### src/rtl/round_referee.sv
// round_referee -- sequencer for a two-player quick-draw round.
//
// A round starts from IDLE on start, counts down WAIT_CYCLES, then opens a
// reaction window of WINDOW_CYCLES with draw high. The first fire edge wins
// and the other player is shot. A fire edge during the countdown is a false
// start and shoots the player who fired. If the window closes with no fire
// edge, both players are shot. The decision is presented on shot_p1/shot_p2
// one cycle before the single roundtime strobe. It is then held for
// RESULT_CYCLES, after which the lives inputs decide between another round
// and game over.
//
// Ports
//   clk, rst_n           clock, asynchronous active-low reset
//   start                begin a round (only honoured in IDLE)
//   p1_fire, p2_fire     player buttons, level, edge-detected internally
//   p1_lives, p2_lives   life counts from the external life counters
//   draw                 high while the reaction window is open
//   shot_p1, shot_p2     player loses a life this round
//   roundtime            one-cycle strobe for the life counters
//   game_over, winner    final result: 01 P1, 10 P2, 11 both out
//
// state     | meaning
// ----------+---------------------------------------------------------
// IDLE      | waiting for start
// COUNTDOWN | WAIT_CYCLES delay; any fire edge is a false start
// DRAW      | reaction window open, draw high
// RESOLVE   | decision visible on shot_*, no strobe yet
// STROBE    | roundtime high for one cycle
// RESULT    | shot_* held for RESULT_CYCLES, then lives evaluated
// GAMEOVER  | game_over/winner held until reset

module round_referee #(
   parameter int WAIT_CYCLES   = 50_000_000,
   parameter int WINDOW_CYCLES = 100_000_000,
   parameter int RESULT_CYCLES = 25_000_000
) (
   input  logic       clk,
   input  logic       rst_n,
   input  logic       start,
   input  logic       p1_fire,
   input  logic       p2_fire,
   input  logic [1:0] p1_lives,
   input  logic [1:0] p2_lives,
   output logic       draw,
   output logic       shot_p1,
   output logic       shot_p2,
   output logic       roundtime,
   output logic       game_over,
   output logic [1:0] winner
);

   localparam int MAX_AB     = (WAIT_CYCLES > WINDOW_CYCLES) ? WAIT_CYCLES : WINDOW_CYCLES;
   localparam int MAX_CYCLES = (MAX_AB > RESULT_CYCLES) ? MAX_AB : RESULT_CYCLES;
   localparam int CW         = $clog2(MAX_CYCLES);

   // Counters are loaded with N-1 and leave their state on the cycle they
   // read zero, so each timed state lasts exactly N cycles.
   localparam logic [CW-1:0] WAIT_LD   = CW'(WAIT_CYCLES - 1);
   localparam logic [CW-1:0] WINDOW_LD = CW'(WINDOW_CYCLES - 1);
   localparam logic [CW-1:0] RESULT_LD = CW'(RESULT_CYCLES - 1);

   typedef enum logic [2:0] {
      S_IDLE      = 3'd0,
      S_COUNTDOWN = 3'd1,
      S_DRAW      = 3'd2,
      S_RESOLVE   = 3'd3,
      S_STROBE    = 3'd4,
      S_RESULT    = 3'd5,
      S_GAMEOVER  = 3'd6
   } state_t;

   state_t        state, state_nxt;
   logic [CW-1:0] cnt, cnt_nxt;
   logic          armed;
   logic          p1_q, p2_q;
   logic          e1, e2;
   logic          dec1, dec2;
   logic          draw_nxt, shot_p1_nxt, shot_p2_nxt, roundtime_nxt, game_over_nxt;
   logic [1:0]    winner_nxt;
   logic          cnt_zero;
   logic          p1_out, p2_out;

   // History registers run every cycle, so a button held across a state
   // boundary never produces an edge; it must be released and re-pressed.
   assign e1       = p1_fire & ~p1_q;
   assign e2       = p2_fire & ~p2_q;
   assign cnt_zero = (cnt == '0);
   assign p1_out   = (p1_lives == 2'd0);
   assign p2_out   = (p2_lives == 2'd0);

   // armed is clear for the first clock after reset release, which keeps a
   // start held through reset from being taken on that first edge.
   always_ff @(posedge clk or negedge rst_n) begin
      if (!rst_n) begin
         state     <= S_IDLE;
         cnt       <= '0;
         armed     <= 1'b0;
         p1_q      <= 1'b0;
         p2_q      <= 1'b0;
         draw      <= 1'b0;
         shot_p1   <= 1'b0;
         shot_p2   <= 1'b0;
         roundtime <= 1'b0;
         game_over <= 1'b0;
         winner    <= 2'b00;
      end else begin
         state     <= state_nxt;
         cnt       <= cnt_nxt;
         armed     <= 1'b1;
         p1_q      <= p1_fire;
         p2_q      <= p2_fire;
         draw      <= draw_nxt;
         shot_p1   <= shot_p1_nxt;
         shot_p2   <= shot_p2_nxt;
         roundtime <= roundtime_nxt;
         game_over <= game_over_nxt;
         winner    <= winner_nxt;
      end
   end

   // dec1/dec2 carry the shot decision out of COUNTDOWN/DRAW; they are only
   // non-zero on the cycle that moves to RESOLVE.
   always_comb begin
      state_nxt = state;
      cnt_nxt   = cnt;
      dec1      = 1'b0;
      dec2      = 1'b0;
      case (state)
         S_IDLE: begin
            if (start && armed) begin
               state_nxt = S_COUNTDOWN;
               cnt_nxt   = WAIT_LD;
            end
         end
         S_COUNTDOWN: begin
            if (e1 || e2) begin
               state_nxt = S_RESOLVE;
               cnt_nxt   = '0;
               dec1      = e1;
               dec2      = e2;
            end else if (cnt_zero) begin
               state_nxt = S_DRAW;
               cnt_nxt   = WINDOW_LD;
            end else begin
               cnt_nxt = cnt - 1'b1;
            end
         end
         S_DRAW: begin
            if (e1 || e2) begin
               state_nxt = S_RESOLVE;
               cnt_nxt   = '0;
               dec1      = e2 & ~e1;
               dec2      = e1 & ~e2;
            end else if (cnt_zero) begin
               state_nxt = S_RESOLVE;
               dec1      = 1'b1;
               dec2      = 1'b1;
            end else begin
               cnt_nxt = cnt - 1'b1;
            end
         end
         S_RESOLVE: begin
            state_nxt = S_STROBE;
         end
         S_STROBE: begin
            state_nxt = S_RESULT;
            cnt_nxt   = RESULT_LD;
         end
         S_RESULT: begin
            if (cnt_zero) begin
               state_nxt = (p1_out || p2_out) ? S_GAMEOVER : S_IDLE;
            end else begin
               cnt_nxt = cnt - 1'b1;
            end
         end
         S_GAMEOVER: begin
            state_nxt = S_GAMEOVER;
         end
         default: begin
            state_nxt = S_IDLE;
            cnt_nxt   = '0;
         end
      endcase
   end

   // Outputs are decoded from the next state and registered, so each one
   // changes on the same edge as the state it belongs to.
   always_comb begin
      draw_nxt      = (state_nxt == S_DRAW);
      roundtime_nxt = (state_nxt == S_STROBE);
      game_over_nxt = (state_nxt == S_GAMEOVER);
      shot_p1_nxt   = 1'b0;
      shot_p2_nxt   = 1'b0;
      winner_nxt    = 2'b00;
      case (state)
         S_COUNTDOWN, S_DRAW: begin
            shot_p1_nxt = dec1;
            shot_p2_nxt = dec2;
         end
         S_RESOLVE, S_STROBE: begin
            shot_p1_nxt = shot_p1;
            shot_p2_nxt = shot_p2;
         end
         S_RESULT: begin
            if (!cnt_zero) begin
               shot_p1_nxt = shot_p1;
               shot_p2_nxt = shot_p2;
            end else if (state_nxt == S_GAMEOVER) begin
               winner_nxt = {p1_out, p2_out};
            end
         end
         S_GAMEOVER: begin
            winner_nxt = winner;
         end
         default: begin
            shot_p1_nxt = 1'b0;
            shot_p2_nxt = 1'b0;
         end
      endcase
   end

endmodule
### config.mk
export PLATFORM = sky130hd
export DESIGN_NAME = round_referee
export DESIGN_NICKNAME = d
export VERILOG_FILES = /design/src/rtl/round_referee.sv
export SDC_FILE = /design/constraint.sdc
export NUM_CORES = 1
export LEC_CHECK = 0
export CORE_AREA = 3 3 75 77
export CTS_BUF_LIST = sky130_fd_sc_hd__clkbuf_4
export DETAILED_ROUTE_END_ITERATION = 12
export DIE_AREA = 0 0 78 80
export PLACE_DENSITY = 0.69
export SYNTH_ARGS = -nofsm -noshare
export SYNTH_HDL_FRONTEND = slang
export SYNTH_SLANG_ARGS = --single-unit
### constraint.sdc
create_clock -name clk -period 2.7 [get_ports clk]
set_clock_uncertainty 0.1 [all_clocks]
set_input_delay 0.405 -clock clk [delete_from_list [all_inputs] [get_ports clk]]
set_output_delay 0.405 -clock clk [all_outputs]
set_load 0.05 [all_outputs]
Word-level counts from Yosys, hierarchy flattened
Cells that the tools add are included.
{"block": "totals", "ff_bits": 40, "input_bits": 9, "output_inout_bits": 7, "wordCells": 72}
{"block": "classes", "add_sub_neg": 1, "n_eq_ne": 11, "muxes": 27, "n_bitwise": 10, "n_reduce_logical": 12}
{"op": "$pmux 27 s6", "count": 1}
{"op": "$mux 27", "count": 5}
{"op": "$logic_not 27->1", "count": 1}
{"op": "$sub 27x1->27 const B", "count": 1}
{"op": "$mux 3", "count": 7}
{"op": "$pmux 3 s7", "count": 1}
{"op": "$eq 3x3->1 const B", "count": 5}
{"op": "$eq 3x2->1 const B", "count": 3}
{"op": "$mux 1", "count": 6}
{"op": "$not 1->1", "count": 6}
{"op": "$pmux 1 s3", "count": 2}
{"op": "$reduce_or 2->1", "count": 3}
{"op": "$and 1x1->1", "count": 4}
{"op": "$logic_not 2->1", "count": 2}
{"op": "$mux 2", "count": 2}
{"op": "$ne 2x2->1 const B", "count": 2}
{"op": "$pmux 1 s2", "count": 2}
{"op": "$pmux 2 s2", "count": 1}
{"op": "$reduce_and 2->1", "count": 2}
{"op": "$eq 3x1->1 const B", "count": 1}
{"op": "$logic_not 3->1", "count": 1}
{"op": "$logic_or 1x1->1", "count": 2}
{"op": "$logic_and 1x1->1", "count": 1}

Longest topological paths before layout
{"block": "logic_depth", "ltp_word": 9, "mapped_depth": 12, "mapped_depth_nobuf": 11}

Worst setup path after synthesis
Ideal clock, no wire load.
{"block": "synth_timing", "path_type": "register to register", "from": "reg cnt[0]", "to": "reg cnt[0]", "setup_time_ns": 0.121, "arrival_time_ns": 2.243, "t_required_ns": 2.479, "path_slack_ns": 0.236, "stages_incl_launch_ff": 12, "path_cell_list": "dfrtp_1 > inv_1 > ha_1 > nor3b_2 > nand4_4 > nor2_4 > inv_2 > buf_6 > ha_1 > a21oi_1 > o22ai_1 > a22o_1"}
{"block": "synth_between", "elab_chain_len": 4, "word_cells_on_any_way": 7}
{"item": "from (decl)", "line_no": "73", "text": "logic [CW-1:0] cnt, cnt_nxt;"}
{"item": "from (signal assigned)", "line_no": "108", "text": "cnt <= cnt_nxt;"}
{"item": "$sub 27x1->27 / $logic_not 27->1 (equally long branches)"}
{"item": "$mux 27 (on tied branches)", "line_no": "154, 170, 141"}
{"item": "$mux 27 (on tied branches)", "line_no": "149, 136"}
{"item": "$pmux 27 s6 (*)", "line_no": "128", "text": "case (state)"}
Every way passes the cells marked *; elsewhere a longest branch is shown, timed or not.
A chain may end at the register's enable or synchronous reset.

Worst setup path in the final report
Ends and elaborated chain as after synthesis.

==> impl_metrics.json <==
{
  "status": "finished clean",
  "seq_power_share": 0.357,
  "drv_cap": 0,
  "numCtsBuffers": 5,
  "cp.required_ns": 2.83,
  "path_class": "register to register",
  "setup_viol": 0,
  "power_density_mw_per_mm2": 1090,
  "drc_errors": 0,
  "diodes": 0,
  "netlist_instances": 276,
  "dp_hpwl_mm": 4.34,
  "clock_path_buffers": 2,
  "synth_cell_types": 61,
  "grt.overflow.total": 0,
  "synth-seq-cells": 40,
  "fin_util": 0.556,
  "hold_buffers": 0,
  "endpoint_kind": "register",
  "period_needed_ns": 2.37,
  "start_util": 0.491,
  "cts.reportedPaths.clkPinSlew_ns": 0.12,
  "drive_above_1_share": 0.165,
  "syn_nets": 287,
  "yosys_warnings": 0,
  "rows": 26,
  "regToRegStartpoint": "cnt[0]",
  "combPwrFrac": 0.548,
  "routed_wirelength_mm": 6.00,
  "ioPinCount": 16,
  "intPower_w": 0.00160,
  "mappedNetlistArea_mm2": 0.00249,
  "cts_sinks": 40,
  "die_x_um": 78,
  "critPathCapture": "cnt[0]",
  "grt_pass1_vias": 2210,
  "setup_tns_ns": 0,
  "cp.arrival_ns": 2.50,
  "p_leak_nw": 1.16,
  "p_sw_w": 0.00149,
  "synthArstFlopShare": 1.00,
  "via_per_inst": 6.03,
  "synth_ff_type": "dfrtp_1",
  "drt_iter0_drc": 120,
  "nNetsFinal": 314,
  "cp-start-kind": "register",
  "wl_per_cell_um": 16.1,
  "postRouteAntennaNets": 0,
  "root_buffer": "clkbuf_4",
  "syn_area_per_cell_um2": 9.03,
  "dpl_cell_area_mm2": 0.00277,
  "grt_pass1_wl_mm": 10.6,
  "worst_r2r_endpoint": "cnt[0]",
  "grt_usage": 0.213,
  "worst_pin_slew_ns": 0.893,
  "final_area_mm2": 0.00282,
  "fmax_mhz": 423,
  "hold_path_class": "primary input to async pin",
  "max_slew_margin": 0.405,
  "synth-edff-count": 0,
  "gp_congestion": 0.905,
  "area_delta_synth_final_pct": 13.3,
  "vdd_drop_max_v": 0.000399,
  "crit_start": "cnt[0]",
  "switching_share": 0.483,
  "cts.repair.resized": 0,
  "cts_tree": "yes",
  "ys_seq_area_frac": 0.402,
  "rsz0062_at_grt": "no",
  "final-max-slew-violation-count": 0,
  "drt-pass1-iter-count": 4,
  "io_buffers": 15,
  "coreArea_mm2": 0.00507,
  "pwr-share-clk": 0.095,
  "grt_max_degree": 41,
  "insertion_delay_ns": 0.34,
  "post_cts_buffers": 0,
  "htreeDepth": 2,
  "r2r_slack_ns": 0.33,
  "dieArea_mm2": 0.00624,
  "antenna_found_initial": 0,
  "vias": 2250,
  "cp_max_fo": 6,
  "timing.final.crit_share": 0.877,
  "rr_worst_depth": 10,
  "die_h_um": 80,
  "hold_viol_final": 0
}
[area by class of cell]
type | count | area (um^2)
fill | 487 | 2250
multi-input combinational | 215 | 1380
sequential | 40 | 1000
timing repair buffer | 32 | 273
tap | 70 | 87.6
clock buffer | 6 | 45.0
inverter | 9 | 33.8
clock inverter | 1 | 5.00
[cells in the mapped netlist, types with 3 or more instances]
master    number  area share
a21oi_1       32       0.064
a22o_1         4       0.014
a31oi_1        5       0.013
a41oi_1        4       0.014
and2_1         3      0.0075
buf_2          3      0.0060
buf_6          3       0.014
clkbuf_1       4      0.0060
dfrtp_1       40        0.40
inv_1          8       0.012
nand2_1       23       0.035
nand3_1       12       0.024
nor2_1        23       0.035
nor2b_1        3      0.0075
nor3_1        10       0.020
nor4_1         6       0.015
nor4_4         4       0.034
o21ai_0       19       0.038
o21ai_1        8       0.016
o21bai_1       3      0.0090
or3_1          4       0.010
or4_1          3      0.0090
[per-layer routing]
metal / vias to the layer above / wire length (um) / global-route usage
met5: - / 0 / 0
met4: 0 / 70 / 0.0804
met3: 10 / 311 / 0.0327
met2: 58 / 2770 / 0.341
met1: 1086 / 2850 / 0.291
li1: 1096 / - / -
[worst min-delay path by stage]
stage / from / endpoint / slack (ns)
3_3_place_gp: shot_p2 / shot_p2 / 0.39
4_1_cts: rst_n / draw / 0.11
5_1_grt: rst_n / cnt[8] / 0.13
3_5_place_dp: shot_p1 / shot_p1 / 0.40
2_1_floorplan: rst_n / armed / 0.009
6_report: rst_n / cnt[3] / 0.08
[placed cells by master (no fill, tap or decap), drive strengths merged, types with 3 or more instances in the layout]
cell type and instances:
nand2 24, nand3 12, a41oi 4, inv 9, nor2 25, a21boi 3
o21ai 27, or3 4, dfrtp 40, clkbuf 6, nor4 12, clkdlybuf4s50 14
o311ai 3, nand4 5, o21bai 3, a31oi 5, nor3 12, a22o 4
a21oi 33, nor2b 3, buf 18, and2 3, nand2b 3, or4 4
[flip-flops by register name, summed over array words and instances, names as in the netlist]
register	flops
armed	1
state	3
p2_q	1
winner	2
p1_q	1
shot_p2	1
draw	1
game_over	1
roundtime	1
shot_p1	1
cnt	27
[kinds of logic (layout without fill, tap and decap cells)]
kind of cell	count (synthesis)	count (layout)	share of synthesized area
AO/OA/AOI/OAI	99	99	0.255
XOR/XNOR	3	3	0.0105
adder cells (fa/ha/maj)	2	2	0.0100
buffers and inverters	21	48	0.0452
flip-flops	40	40	0.402
other	1	1	0.00150
AND/OR/NAND/NOR	110	110	0.277
[power groups by stage]
| stage | Clock (W) | Combinational (W) | Sequential (W) |
|---|---|---|---|
| 3_5_place_dp | 0 | 0.00169 | 0.00111 |
| 6_report | 0.000295 | 0.00169 | 0.00110 |
| 5_1_grt | 0.000338 | 0.00189 | 0.00114 |
| 3_3_place_gp | 0 | 0.00165 | 0.00110 |
| 4_1_cts | 0.000313 | 0.00169 | 0.00110 |
| 2_1_floorplan | 0 | 0.00122 | 0.00108 |
[critical path, cell delays in order, from the launching register on]
cell,delay (ns)
dfrtp_1,0.47
inv_1,0.09
ha_1,0.17
nor3b_2,0.32
nand4_4,0.19
nor2_4,0.15
inv_2,0.05
ha_1,0.28
a21oi_1,0.15
o22ai_1,0.08
a22o_1,0.21
[per-stage QoR]
step | hold slack, ns | worst slack, ns | power (W) | std cells
4_1_cts | 0.107 | 0.318 | 0.00310 | 373
6_report | 0.0781 | 0.333 | 0.00309 | 373
3_5_place_dp | 0.397 | 0.116 | 0.00280 | 366
5_1_grt | 0.133 | 0.140 | 0.00338 | 373
3_3_place_gp | 0.394 | 0.201 | 0.00275 | 366
2_1_floorplan | 0.00941 | 0.236 | 0.00230 | 276
Power figures use the tool's default switching activity.
